==> src/rtl/cm150_demux.sv <==
// cm150_demux: receive side of a CM150 16:1 selector link.
// Rebuilds the source bits carried on the active-low serial line into a
// registered parallel word, either addressed per beat or auto-sequenced.
// Define CM150_DEMUX_PARITY_EN to add an even-parity beat to each auto frame
// and a frame_err output; chan then carries one extra bit.
module cm150_demux #(
  parameter int unsigned           SEL_W    = 4,
  parameter logic [(2**SEL_W)-1:0] RST_WORD = '0
) (
  input  logic                    clk,
  input  logic                    rst_n,
  input  logic                    din_n,
  input  logic                    dis,
  input  logic                    in_valid,
  output logic                    in_ready,
  input  logic [SEL_W-1:0]        sel,
  input  logic                    mode_auto,
  input  logic                    sync_clr,
  output logic [(2**SEL_W)-1:0]   dout,
  output logic                    out_valid,
  input  logic                    out_ready,
  output logic                    wr_ack,
`ifdef CM150_DEMUX_PARITY_EN
  output logic                    frame_err,
  output logic [SEL_W:0]          chan
`else
  output logic [SEL_W-1:0]        chan
`endif
);

  localparam int unsigned N = 2**SEL_W;
`ifdef CM150_DEMUX_PARITY_EN
  localparam int unsigned CW = SEL_W + 1;
  localparam logic [CW-1:0] LAST = CW'(N);      // parity beat index
`else
  localparam int unsigned CW = SEL_W;
  localparam logic [CW-1:0] LAST = CW'(N - 1);  // final data beat index
`endif

  typedef enum logic [1:0] {S_IDLE, S_COLLECT, S_FULL} state_t;

  state_t         state_q, state_d;
  logic [CW-1:0]  chan_q, chan_d;
  logic [N-1:0]   shadow_q, shadow_d;
  logic [N-1:0]   dout_q, dout_d;
  logic           out_valid_q, out_valid_d;
  logic           wr_ack_q, wr_ack_d;
  logic           mode_q, mode_d;
`ifdef CM150_DEMUX_PARITY_EN
  logic           frame_err_q, frame_err_d;
`endif

  logic           bit_c;
  logic           last_c;
  logic           blocked_c;
  logic           rdy_c;

  // State, buffers and handshake registers.
  always_ff @(posedge clk or negedge rst_n) begin
    if (!rst_n) begin
      state_q     <= S_IDLE;
      chan_q      <= '0;
      shadow_q    <= RST_WORD;
      dout_q      <= RST_WORD;
      out_valid_q <= 1'b0;
      wr_ack_q    <= 1'b0;
      mode_q      <= 1'b0;
`ifdef CM150_DEMUX_PARITY_EN
      frame_err_q <= 1'b0;
`endif
    end else begin
      state_q     <= state_d;
      chan_q      <= chan_d;
      shadow_q    <= shadow_d;
      dout_q      <= dout_d;
      out_valid_q <= out_valid_d;
      wr_ack_q    <= wr_ack_d;
      mode_q      <= mode_d;
`ifdef CM150_DEMUX_PARITY_EN
      frame_err_q <= frame_err_d;
`endif
    end
  end

  // Beat acceptance, frame assembly and output handshake.
  always_comb begin
    state_d     = state_q;
    chan_d      = chan_q;
    shadow_d    = shadow_q;
    dout_d      = dout_q;
    out_valid_d = out_valid_q;
    wr_ack_d    = 1'b0;
    mode_d      = mode_q;
`ifdef CM150_DEMUX_PARITY_EN
    frame_err_d = frame_err_q;
`endif
    rdy_c       = 1'b0;
    bit_c       = ~din_n;
    last_c      = (chan_q == LAST);
    // Final beat cannot land while the previous frame is still unconsumed.
    blocked_c   = (state_q == S_COLLECT) && last_c && out_valid_q && !out_ready;

    if (sync_clr) begin
      chan_d   = '0;
      shadow_d = RST_WORD;
      state_d  = S_IDLE;
      mode_d   = mode_auto;
    end else if (dis) begin
      rdy_c = 1'b1;
    end else if (mode_auto != mode_q) begin
      chan_d   = '0;
      shadow_d = RST_WORD;
      state_d  = S_IDLE;
      mode_d   = mode_auto;
    end else begin
      if (out_valid_q && out_ready) out_valid_d = 1'b0;
      if (!mode_auto) begin
        rdy_c = 1'b1;
        if (in_valid) begin
          dout_d[sel] = bit_c;
          wr_ack_d    = 1'b1;
        end
      end else begin
        case (state_q)
          S_IDLE: begin
            rdy_c = 1'b1;
            if (in_valid) begin
              shadow_d[0] = bit_c;
              chan_d      = CW'(1);
              state_d     = S_COLLECT;
            end
          end
          S_COLLECT: begin
            rdy_c = !blocked_c;
            if (in_valid) begin
              if (blocked_c) begin
                state_d = S_FULL;
              end else if (last_c) begin
                dout_d = shadow_q;
`ifdef CM150_DEMUX_PARITY_EN
                frame_err_d = (^shadow_q) ^ bit_c;
`else
                dout_d[N-1] = bit_c;
`endif
                out_valid_d = 1'b1;
                chan_d      = '0;
                state_d     = S_IDLE;
              end else begin
                shadow_d[chan_q[SEL_W-1:0]] = bit_c;
                chan_d = chan_q + CW'(1);
              end
            end
          end
          S_FULL: begin
            if (out_ready) state_d = S_COLLECT;
          end
          default: state_d = S_IDLE;
        endcase
      end
    end
    in_ready = rdy_c & rst_n;
  end

  assign dout      = dout_q;
  assign out_valid = out_valid_q;
  assign wr_ack    = wr_ack_q;
  assign chan      = chan_q;
`ifdef CM150_DEMUX_PARITY_EN
  assign frame_err = frame_err_q;
`endif

endmodule

==> config.mk <==
export PLATFORM = sky130hd
export DESIGN_NAME = cm150_demux
export DESIGN_NICKNAME = d
export VERILOG_FILES = /design/src/rtl/cm150_demux.sv
export SDC_FILE = /design/constraint.sdc
export NUM_CORES = 1
export LEC_CHECK = 0
export ABC_CLOCK_PERIOD_IN_PS = 2080
export CORE_AREA = 2 2 94 60
export DETAILED_ROUTE_END_ITERATION = 10
export DIE_AREA = 0 0 96 62
export HOLD_SLACK_MARGIN = 0.02
export PLACE_DENSITY_LB_ADDON = 0.15
export SLEW_MARGIN = 10
export SYNTH_ARGS = -nofsm -noshare
export SYNTH_HDL_FRONTEND = slang
export SYNTH_SLANG_ARGS = --single-unit
==> constraint.sdc <==
create_clock -name clk -period 2.08 [get_ports clk]
set_input_delay 0.208 -clock clk [delete_from_list [all_inputs] [get_ports clk]]
set_output_delay 0.208 -clock clk [all_outputs]
set_load 0.1 [all_outputs]
Word-level counts from Yosys, hierarchy flattened
Index checks and enable logic that the tools add are counted.
{"block": "op_classes", "n_addsub": 1, "n_mul": 0, "n_div": 0, "n_lt_le_gt_ge": 4, "eq_ne": 17, "shifts": 0, "n_mux": 60, "bitwise": 5, "n_reduce_logical": 22}
{"op": "16-bit 2-to-1 mux", "n": 13}
{"op": "16-bit bitwise mux", "n": 2}
{"op": "4-bit 2-to-1 mux", "n": 8}
{"op": "1-bit 2-to-1 mux", "n": 21}
{"op": "2-bit 2-to-1 mux", "n": 9}
{"op": "6-bit AND reduction", "n": 3}
{"op": "15-bit 2-to-1 mux", "n": 1}
{"op": "4-bit by 3-bit != test with 1-bit output (second input constant)", "n": 3}
{"op": "4-bit by 5-bit < comparator with 1-bit output (second input constant)", "n": 2}
{"op": "3-bit nonzero test", "n": 3}
{"op": "1-bit demux with 4-bit select", "n": 2}
{"op": "4-bit by 1-bit >= comparator with 1-bit output (second input constant)", "n": 2}
{"op": "4-bit != test (second input constant)", "n": 2}
{"op": "4-bit case mux with 2 select lines", "n": 1}
{"op": "8-bit AND reduction", "n": 1}
{"op": "7-bit AND reduction", "n": 1}
{"op": "1-bit logical AND", "n": 6}
{"op": "2-bit by 1-bit != test with 1-bit output (second input constant)", "n": 3}
{"op": "3-bit by 2-bit != test with 1-bit output (second input constant)", "n": 2}
{"op": "2-bit case mux with 3 select lines", "n": 1}
{"op": "5-bit by 4-bit != test with 1-bit output (second input constant)", "n": 1}
{"op": "4-bit by 1-bit adder with 4-bit output (second input constant)", "n": 1}
{"op": "4-bit == test (second input constant)", "n": 1}
{"op": "2-bit != test (second input constant)", "n": 2}
{"op": "other kinds (12)", "n": 18}
{"block": "totals", "ff_bits": 41, "latchBits": 0, "ram_bits": 0, "rom_bits": 0, "input_bits": 12, "out_inout_bits": 23, "wordCells": 117, "memories": 0}

Longest topological paths before layout
Gate-level depths: netlist of run 1.
{"block": "logic_depth", "depth_word": 13, "mapped_depth": 7, "ltp_nobuf": 5}

Worst setup path after synthesis of run 1
OpenSTA, ideal clock, no wires.
{"block": "synth_path", "kind": "register to output", "startpoint": "register chan_q[0] (netlist: chan[0])", "endpoint": "output in_ready", "arrival_time_ns": 2.648, "required_ns": 1.872, "setup_slack_ns": -0.776, "stages_incl_launch_ff": 7, "n_path_buf": 2, "path_cell_list": "dfrtp_1 > ha_1 > clkbuf_1 > and3_1 > clkbuf_1 > a311oi_1 > o211a_1"}
{"block": "synth_between", "elab_chain_cells": 11}
{"item": "start: declaration", "line": "43", "text": "logic [CW-1:0] chan_q, chan_d;"}
{"item": "start signal: assignment", "line": "73", "text": "chan_q <= chan_d;"}
{"item": "4-bit == test", "line": "99", "text": "last_c = (chan_q == LAST);"}
{"item": "1-bit logical AND (3 in series)", "line": "101", "text": "blocked_c = (state_q == S_COLLECT) && last_c && out_valid_q && !out_ready;"}
{"item": "1-bit zero test", "line": "134", "text": "rdy_c = !blocked_c;"}
{"item": "1-bit case mux with 2 select lines", "line": "124", "text": "case (state_q)"}
{"item": "1-bit 2-to-1 mux", "line": "117", "text": "if (!mode_auto) begin"}
{"item": "1-bit 2-to-1 mux", "line": "110", "text": "end else if (mode_auto != mode_q) begin"}
{"item": "1-bit 2-to-1 mux", "line": "108", "text": "end else if (dis) begin"}
{"item": "1-bit 2-to-1 mux", "line": "103", "text": "if (sync_clr) begin"}
{"item": "1-bit AND", "line": "161", "text": "in_ready = rdy_c & rst_n;"}
{"item": "end: declaration", "line": "15", "text": "output logic in_ready,"}
Every way passes these cells.

Worst setup path after layout of run 1
Same ends and word-level chain as after synthesis.

==> insert_results.sql, run 1 <==
INSERT INTO impl_metrics (metric_group, metric, value, unit) VALUES
('logic_synthesis', 'synth_async_sr_flop_share', '100.0', '%'),
('logic_synthesis', 'synth_warnings', '0', ''),
('logic_synthesis', 'synthesis.area_per_instance', '9.144', 'sq um'),
('status', 'outcome', 'complete, but fails checks', ''),
('place', 'placement.io_buffers', '34', ''),
('setup_path', 'crit_arrival', '1.83', 'ns'),
('status', 'violations', 'hold timing', ''),
('power', 'power.density_cell_area', '675.8', 'nW/um^2'),
('power', 'p_int', '1.352', 'mW'),
('timing', 'maxSlewViolCount', '0', ''),
('clock_network', 'cts.sink_count', '40', ''),
('global_route', 'grt_antenna_before_repair', '0', ''),
('clock_network', 'tritoncts', 'yes', ''),
('die', 'die-height', '62', 'um'),
('logic_synthesis', 'synth-seq-area-share', '41.15', '%'),
('logic_synthesis', 'muxShareOfSynthArea', '1.286', '%'),
('logic_synthesis', 'synthDominantCellAreaShare', '41.15', '%'),
('finish', 'area_taken_by_flip_flops_and_latches', '1012', 'sq um'),
('clock_network', 'root_buffer', 'clkbuf_8', ''),
('logic_synthesis', 'synthDominantAreaCellType', 'dfrtp_1', ''),
('logic_synthesis', 'ys_ff_latch', '40', ''),
('finish', 'multi_input_area', '1348', 'sq um'),
('finish', 'final_common_cell', 'buf_4', ''),
('finish', 'postLayoutCellArea', '3164', 'sq um'),
('place', 'place_area', '3017', 'sq um'),
('finish', 'fill_cells', '489', ''),
('timing', 'holdWs', '-0.0001948', 'ns'),
('power', 'share_comb_of_total_power', '29.4', '%'),
('clock_network', 'worst_skew_pair.late_latency', '0.30', 'ns'),
('setup_path', 'critical_path_cell_by_cell', 'ha_4, and3_4, a311oi_2, o211a_4, buf_12', ''),
('timing', 'fin_crit_sh', '98.15', '%'),
('die', 'placement_rows', '21', ''),
('logic_synthesis', 'synthesis.area', '2432', 'sq um'),
('routing', 'detail_route.wl_per_cell', '19.38', 'um'),
('run', 'maxCapViolCount', '0', ''),
('logic_synthesis', 'synthXorXnorAreaFrac', '0.3601', '%'),
('setup_path', 'crit_path_buf_inv_count', '1', ''),
('timing', 'number_of_hold_slack_violations_in_the_final_timing_report', '1', ''),
('routing', 'wirelength', '7557', 'um'),
('power', 'p_total', '2.138', 'mW'),
('power', 'cellLeakagePower', '1.276', 'nW'),
('power', 'switching_power', '786.6', 'uW'),
('logic_synthesis', 'post_synth_and_or_nand_nor_area_fraction', '17.95', '%'),
('finish', 'syn2layout_area_growth', '30.09', '%'),
('routing', 'dr.pass1.iters', '5', ''),
('routing', 'detailedRoute.firstIterationViolations', '204', ''),
('routing', 'dr_total_vias', '2463', ''),
('setup_path', 'required', '1.87', 'ns'),
('worst_hold_path', 'min_path_type', 'input port to async pin', ''),
('timing', 'fmax', '0.4898', 'GHz'),
('finish', 'drive_above_1_share', '27.10', '%'),
('finish', 'layoutNonFillerInstCount', '390', ''),
('global_route', 'globalRouteTotalUtil', '26.79', '%'),
('place', 'place_congestion', '0.8531', ''),
('clock_network', 'cts_inserted_buffers', '5', ''),
('logic_synthesis', 'synth_fa_ha_area_share', '2.058', '%'),
('routing', 'via_per_inst', '6.315', ''),
('clock_network', 'cts.clk_slew.worst_paths', '0.08', 'ns'),
('setup_path', 'timing.critical_path.max_delay_family', 'flip-flops', ''),
('global_route', 'pin_count_of_the_biggest_net_entering_global_routing', '41', ''),
('routing', 'drc_violation_count_after_routing', '0', ''),
('die', 'start_util', '46.52', '%'),
('setup_path', 'critical_path_top_delay_cell', 'dfrtp_4', ''),
('clock_network', 'clock_tree.buffer_depth', '2', ''),
('power', 'peakVddDrop', '0.2981', 'mV'),
('clock_network', 'clock_tree.htree_level_count', '2', ''),
('logic_synthesis', 'synth_edf_count', '0', ''),
('timing', 'timing.clock.skew', '0.003421', 'ns'),
('setup_path', 'r2r_setup_slack', '0.12', 'ns'),
('logic_synthesis', 'postSynth.topFlopCell', 'dfrtp_1', ''),
('logic_synthesis', 'synthCells', '266', '');
[worst paths after layout]
path | cells past startpoint | to | from
worst max register to register | 6 | dout[14] | chan[0]
worst max-delay path | 5 | in_ready | chan[0]
worst min register to register | 1 | dout[15] | dout[15]
min in group clk | 1 | dout[15] | dout[15]
max in group asynchronous | 2 | chan[1] | rst_n
worst min-delay path | 2 | mode_q | rst_n
[per-layer routing]
layer	vias up	track usage, %	share of wire [%]
met3	5	6.996	8.7
met5	-	0	0
met2	111	36.81	41
met4	0	7.143	0.81
met1	1203	41.29	50
li1	1144	-	-
[repair_timing]
action	in CTS	in global routing
setup buffers	3	0
pin swaps	3	1
hold buffers	0	0
gates resized for setup	0	2
endpoints found under the setup margin	1	3
[through the flow]
| step | setup WS [ns] | util, % | TNS [ns] | hold slack [ns] |
|---|---|---|---|---|
| after floorplan | -0.06293 | - | -0.4149 | -0.08759 |
| after global placement | 0.01530 | 57.69 | 0 | 0.3591 |
| after detailed placement | -0.03639 | 57.69 | -0.1435 | 0.3629 |
| after CTS | 0.02762 | 60.25 | 0 | 0.02633 |
| after global routing | 0.004259 | 60.52 | 0 | 0.05369 |
| final | 0.03851 | 60.52 | 0 | -0.0001948 |
[power groups by stage]
stage               Clock [mW]  Combinational (mW)  Sequential (mW)
floorplan                    0               0.182             1.10
global placement             0               0.605            0.864
detailed placement           0               0.611            0.864
CTS                      0.675               0.622            0.846
global route             0.702               0.663            0.852
finish                   0.663               0.628            0.847
[cells in the mapped netlist, types with 5 or more instances]
master and count:
nor2_1 10, nand2b_1 6, o32ai_1 10, o311ai_0 14, a21oi_1 24, a221oi_1 10
clkbuf_1 13, o21ai_0 18, nand2_1 14, inv_1 17, nor2b_1 5, o221a_2 5
a31oi_1 6, o21bai_1 5, nor3_1 6, nand3_1 6, dfrtp_1 40
[area by class of cell]
class	count	share of cell area [%]
multi-input combinational	190	42.59
sequential	40	31.99
timing repair buffer	66	17.16
tap	69	2.728
clock buffer	5	2.175
inverter	17	2.017
clock inverter	3	1.344
[registers in the layout, indices dropped and copies added (netlist names)]
signal / cells
dout: 16
shadow_q: 15
chan: 4
state_q: 2
mode_q: 1
out_valid: 1
wr_ack: 1
[kinds of logic (layout without fill, tap and decap cells)]
group	Yosys count	count (layout)
AO/OA/AOI/OAI	108	108
AND/OR/NAND/NOR	74	74
buffers and inverters	36	91
multiplexers	3	3
flip-flops	40	40
XOR/XNOR	1	1
adder cells (fa/ha/maj)	4	4
Note: power is estimated with default switching activity, not from simulation.
==> run 2: changes to the inputs <==
--- a/config.mk
+++ b/config.mk
@@ -5,10 +5,10 @@
 export SDC_FILE = /design/constraint.sdc
 export NUM_CORES = 1
 export LEC_CHECK = 0
-export ABC_CLOCK_PERIOD_IN_PS = 2080
-export CORE_AREA = 2 2 94 60
+export ABC_CLOCK_PERIOD_IN_PS = 2550
+export CORE_AREA = 2 2 91 58
 export DETAILED_ROUTE_END_ITERATION = 10
-export DIE_AREA = 0 0 96 62
+export DIE_AREA = 0 0 93 60
 export HOLD_SLACK_MARGIN = 0.02
 export PLACE_DENSITY_LB_ADDON = 0.15
 export SLEW_MARGIN = 10
==> constraint.sdc (replaced) <==
create_clock -name clk -period 2.55 [get_ports clk]
set_input_delay 0.255 -clock clk [delete_from_list [all_inputs] [get_ports clk]]
set_output_delay 0.255 -clock clk [all_outputs]
set_load 0.1 [all_outputs]
==> run 2 against run 1 <==
Against the previous run:
- the flow now finishes without violations
- clock power decreased by 40%
- via count down 2.2%
- count of clock-buffer cells in the layout grew 1
- routed wire length is 7.1% lower
- critical path depth unchanged
- clock skew grew 0.0031 ns
- register-to-register slack improved by 0.26 ns
- sequential cell count stayed put
==> insert_results.sql, run 2 (synthesis results as in run 1) <==
INSERT INTO impl_metrics (metric_group, metric, value, unit) VALUES
('place', 'placement.io_buffers', '34', ''),
('power', 'switching_power', '588.2', 'uW'),
('finish', 'final_common_cell', 'dfrtp_1', ''),
('die', 'die_w', '93', 'um'),
('timing', 'fin_crit_sh', '90.90', '%'),
('power', 'power.density_cell_area', '534.2', 'nW/um^2'),
('die', 'start_util', '50.63', '%'),
('die', 'dieArea', '5580', 'sq um'),
('routing', 'dr.pass1.iters', '5', ''),
('timing', 'worst_tran_pin_value', '0.6405', 'ns'),
('finish', 'syn2layout_area_growth', '20.37', '%'),
('power', 'share_comb_of_total_power', '30.4', '%'),
('finish', 'layoutNonFillerInstCount', '368', ''),
('routing', 'wirelength', '7023', 'um'),
('timing', 'min_period', '2.318', 'ns'),
('global_route', 'globalRouteTotalUtil', '26.79', '%'),
('status', 'outcome', 'complete, no violations', ''),
('setup_path', 'worst-path-max-fanout', '9', ''),
('place', 'place_congestion', '0.8970', ''),
('clock_network', 'cts_hold_buf', '0', ''),
('timing', 'setup_viols_final', '0', ''),
('timing', 'maxSlewViolCount', '0', ''),
('routing', 'drc_violation_count_after_routing', '0', ''),
('timing', 'holdWs', '0.04901', 'ns'),
('power', 'seq_power_share', '44.2', '%'),
('routing', 'drt.antenna.violating_nets', '0', ''),
('routing', 'dr_wl_met3', '750', 'um'),
('timing', 'timing.max_slew.rel_slack', '57.21', '%'),
('finish', 'drive_above_1_share', '19.54', '%'),
('finish', 'final_nets', '318', ''),
('place', 'place.detailed.hpwl', '5166', 'um'),
('timing', 'number_of_hold_slack_violations_in_the_final_timing_report', '0', ''),
('worst_hold_path', 'min_path_type', 'input port to async pin', ''),
('power', 'cellLeakagePower', '1.176', 'nW'),
('clock_network', 'tritoncts', 'yes', ''),
('global_route', 'pin_count_of_the_biggest_net_entering_global_routing', '41', ''),
('timing', 'timing.clock.skew', '0.006537', 'ns'),
('global_route', 'grt_antenna_before_repair', '0', ''),
('clock_network', 'cts_inserted_buffers', '5', ''),
('finish', 'antennaDiodeCount', '0', ''),
('power', 'share_clk_of_total_power', '25.5', '%'),
('clock_network', 'worst_skew_pair.late_latency', '0.29', 'ns'),
('timing', 'grt_setup_unrepaired', 'false', ''),
('routing', 'met1Wirelength', '3332', 'um'),
('die', 'io-pin-count', '35', ''),
('power', 'switching_fraction_of_total_power', '37.61', '%'),
('power', 'p_total', '1.564', 'mW'),
('routing', 'detailedRoute.firstIterationViolations', '257', ''),
('setup_path', 'crit_type', 'flop to output pin', ''),
('routing', 'via_per_inst', '6.549', ''),
('global_route', 'first_global_vias', '2180', ''),
('global_route', 'overall_overflow_remaining_after_global_route', '0', ''),
('clock_network', 'cts.clk_slew.worst_paths', '0.07', 'ns'),
('clock_network', 'root_buffer', 'clkbuf_8', ''),
('routing', 'route.top_layer_used', 'met4', ''),
('clock_network', 'cts.sink_count', '40', ''),
('finish', 'final_cell_mix', 'dfrtp_1, buf_4, a21oi_1, o21ai_0, inv_1', ''),
('run', 'maxCapViolCount', '0', ''),
('routing', 'detail_route.wl_per_cell', '19.08', 'um'),
('routing', 'detailroute.wirelength.met2', '2850', 'um'),
('die', 'placement_rows', '20', ''),
('place', 'dp.cells', '361', ''),
('die', 'die-height', '60', 'um'),
('global_route', 'grt_pass1_wl', '11210', 'um'),
('timing', 'final.setup.tns', '0', 'ns'),
('die', 'fp.coreArea', '4805', 'sq um'),
('setup_path', 'crit_arrival', '2.06', 'ns'),
('power', 'peakVddDrop', '0.3088', 'mV'),
('setup_path', 'setup.worst_path.start_class', 'flop', ''),
('setup_path', 'critical_path.endpoint_type', 'output pin', ''),
('routing', 'dr_total_vias', '2410', ''),
('timing', 'fmax', '0.4314', 'GHz'),
('clock_network', 'clock_tree.buffer_depth', '2', ''),
('clock_network', 'clock_tree.htree_level_count', '2', ''),
('finish', 'largest_register_ff_count', '16', ''),
('power', 'p_int', '975.7', 'uW'),
('clock_network', 'count_of_cells_resized_by_post_cts_repair', '0', ''),
('setup_path', 'required', '2.30', 'ns'),
('clock_network', 'cts_setup_buffers', '0', '');
run 2: power groups by stage:
stage                     logic (mW)  registers [mW]  clock network (mW)
after floorplan                0.146           0.893                   0
after global placement         0.467           0.703                   0
after detailed placement       0.471           0.702                   0
after CTS                      0.472           0.690               0.404
after global routing           0.502           0.695               0.427
final                          0.475           0.691               0.398
run 2: final cells by class:
type,instances,area (sq um)
fillers,442,1877
clock inverters,1,5.005
repair buffers,48,395.4
inverters,17,63.81
multi-input cells,190,1305
clock buffers,6,72.57
well taps,66,82.58
flip-flops and latches,40,1003
run 2: path summary, 6_finish.rpt:
check	start	end	slack [ns]	cells past startpoint
min in group clk	dout[15]	dout[15]	0.51	1
worst max register to register	chan[0]	dout[2]	0.38	5
worst min-delay path	rst_n	chan[1]	0.05	2
max in group asynchronous	rst_n	chan[0]	2.13	2
worst max-delay path	chan[0]	in_ready	0.23	5
worst min register to register	dout[15]	dout[15]	0.51	1
run 2: routing by layer:
layer  GRT usage, %  vias up
met5              0        -
met4          7.353        0
met3          6.810       13
met2          37.68      141
met1          40.84     1144
li1               -     1112
run 2: critical path: stages, from the launching register on:
cell,delay (ns)
dfrtp_2,0.44
ha_1,0.32
and3_1,0.24
a311oi_1,0.37
o211a_4,0.23
buf_12,0.17
run 2: stage by stage:
| stage | worst slack [ns] | util, % | instance area, sq um |
|---|---|---|---|
| 2_1_floorplan | 0.1304 | - | 2442 |
| 3_5_place_dp | 0.1905 | 59.19 | 2844 |
| 3_3_place_gp | 0.2225 | 59.19 | 2844 |
| 5_1_grt | 0.1021 | 60.94 | 2928 |
| 4_1_cts | 0.2194 | 60.81 | 2922 |
| 6_report | 0.2322 | 60.94 | 2928 |
==> RTL edit, RTL diff (settings of run 2) <==
The parameter `SEL_W` goes from 4 to 2.
--- a/src/rtl/cm150_demux.sv
+++ b/src/rtl/cm150_demux.sv
@@ -5,5 +5,5 @@
 // and a frame_err output; chan then carries one extra bit.
 module cm150_demux #(
-  parameter int unsigned           SEL_W    = 4,
+  parameter int unsigned           SEL_W    = 2,
   parameter logic [(2**SEL_W)-1:0] RST_WORD = '0
 ) (
Interface: changed (resized chan, dout and sel); port bits go from 35 to 19. No check against the original RTL was run, so the function may have changed too.
==> RTL edit against run 2 <==
  * Synthesized cell count decreased by 61%
  * Non-clock buffer count decreased by 27
  * Highest routed layer unchanged
  * Routed wire length decreased by 64%
  * Die area unchanged
  * Critical path depth increased by 1
  * Sequential power decreased by 63%
  * Setup slack improved by 0.21 ns
  * Total power decreased by 58%
  * Area after synthesis decreased by 60%
  * Design area decreased by 57%
  * Register-to-register slack improved by 0.23 ns
  * Sequential cell count decreased by 26
==> RTL edit: results (changes against run 2) <==
Port Buf Inserts: 18 (was 34)
sw power: 0.249 mW (was 0.588 mW)
first-pass GRT wire length: 4.33 mm (was 11.2 mm)
slowest CP cell: clkdlybuf4s50_1 (was dfrtp_2)
vias per cell: 4.47 (was 6.55)
multi-input gates: 81 (was 190)
detail-routed net length per standard cell: 13.5 um (was 19.1 um)
Yosys cell types: 34 (was 48)
status: finished, final reports clean (unchanged)
met3 routed WL: 182 um (was 750 um)
bufs w/o clock: 21 (was 48)
area occupied by multi-input gates: 571 um2 (was 1310 um2)
GR met2 Demand/Resource: 0.141 (was 0.377)
CTS buffer count: 3 (was 5)
fraction of area in registers: 0.281 (was 0.343)
synth top area cells: dfrtp_1 (36%), o31ai_1 (5.4%), ha_1 (5.2%) (was dfrtp_1 (41%), o311ai_0 (5.0%), a21oi_1 (4.9%))
GP Congestion: 0.735 (was 0.897)
CP max FO: 7 (was 9)
vias in the first global route: 842 (was 2180)
CTS Sinks: 14 (was 40)
CTS HTree Levels: 1 (was 2)
peak supply drop: 0.169 mV (was 0.309 mV)
fin nets: 138 (was 318)
syn avg cell area: 9.37 um2 (was 9.14 um2)
sequential-to-total area share from yosys stat: 0.363 (was 0.412)
Worst Max-Slew Pin Slew: 0.511 ns (was 0.640 ns)
Total GRT Usage: 0.103 (was 0.268)
fill cell count: 538 (was 442)
synth cell count leaders: dfrtp_1 (14), nand2_1 (11), o31ai_1 (7) (was dfrtp_1 (40), a21oi_1 (24), o21ai_0 (18))
syn nets: 117 (was 282)
share of layout cells above drive strength 1: 0.189 (was 0.195)
==> RTL edit: cell types whose count changed after synthesis, sizes merged, moves of 10 or more <==
cell	delta
o311ai	-14
o21ai	-18
clkbuf	-10
a21oi	-18
dfrtp	-26
inv	-14
o32ai	-10
==> RTL edit: kinds of logic (layout without fill, tap and decap cells) <==
family,Yosys count,count (layout),share of synthesized area
AO/OA/AOI/OAI,27,27,0.200
XOR/XNOR,1,1,0.0169
adder cells (fa/ha/maj),4,4,0.0519
buffers and inverters,8,27,0.0467
flip-flops,14,14,0.363
multiplexers,6,6,0.0661
AND/OR/NAND/NOR,43,43,0.256
==> RTL edit: power groups by stage <==
stage / Clock [mW] / Combinational, mW / Sequential [mW]
after floorplan: 0 / 0.0879 / 0.329
after global placement: 0 / 0.227 / 0.260
after detailed placement: 0 / 0.226 / 0.260
after CTS: 0.188 / 0.227 / 0.256
after global routing: 0.203 / 0.242 / 0.259
final: 0.182 / 0.224 / 0.256
==> RTL edit: how the worst max path moves through the flow <==
stage,start,end,slack [ns],cells after the start
after floorplan,chan[1]$_DFFE_PN0P_,dout[0]$_DFFE_PN0P_,0.17,5
after global placement,mode_auto,chan[1]$_DFFE_PN0P_,0.37,6
after detailed placement,mode_auto,dout[2]$_DFFE_PN0P_,0.38,5
after CTS,mode_auto,in_ready,0.46,6
after global routing,mode_auto,in_ready,0.31,6
final,mode_auto,in_ready,0.44,6
==> RTL edit: per-stage QoR <==
stage | total power, mW | setup WS, ns
final | 0.663 | 0.439
after CTS | 0.671 | 0.459
after global routing | 0.704 | 0.313
after detailed placement | 0.486 | 0.381
after floorplan | 0.416 | 0.169
after global placement | 0.486 | 0.366
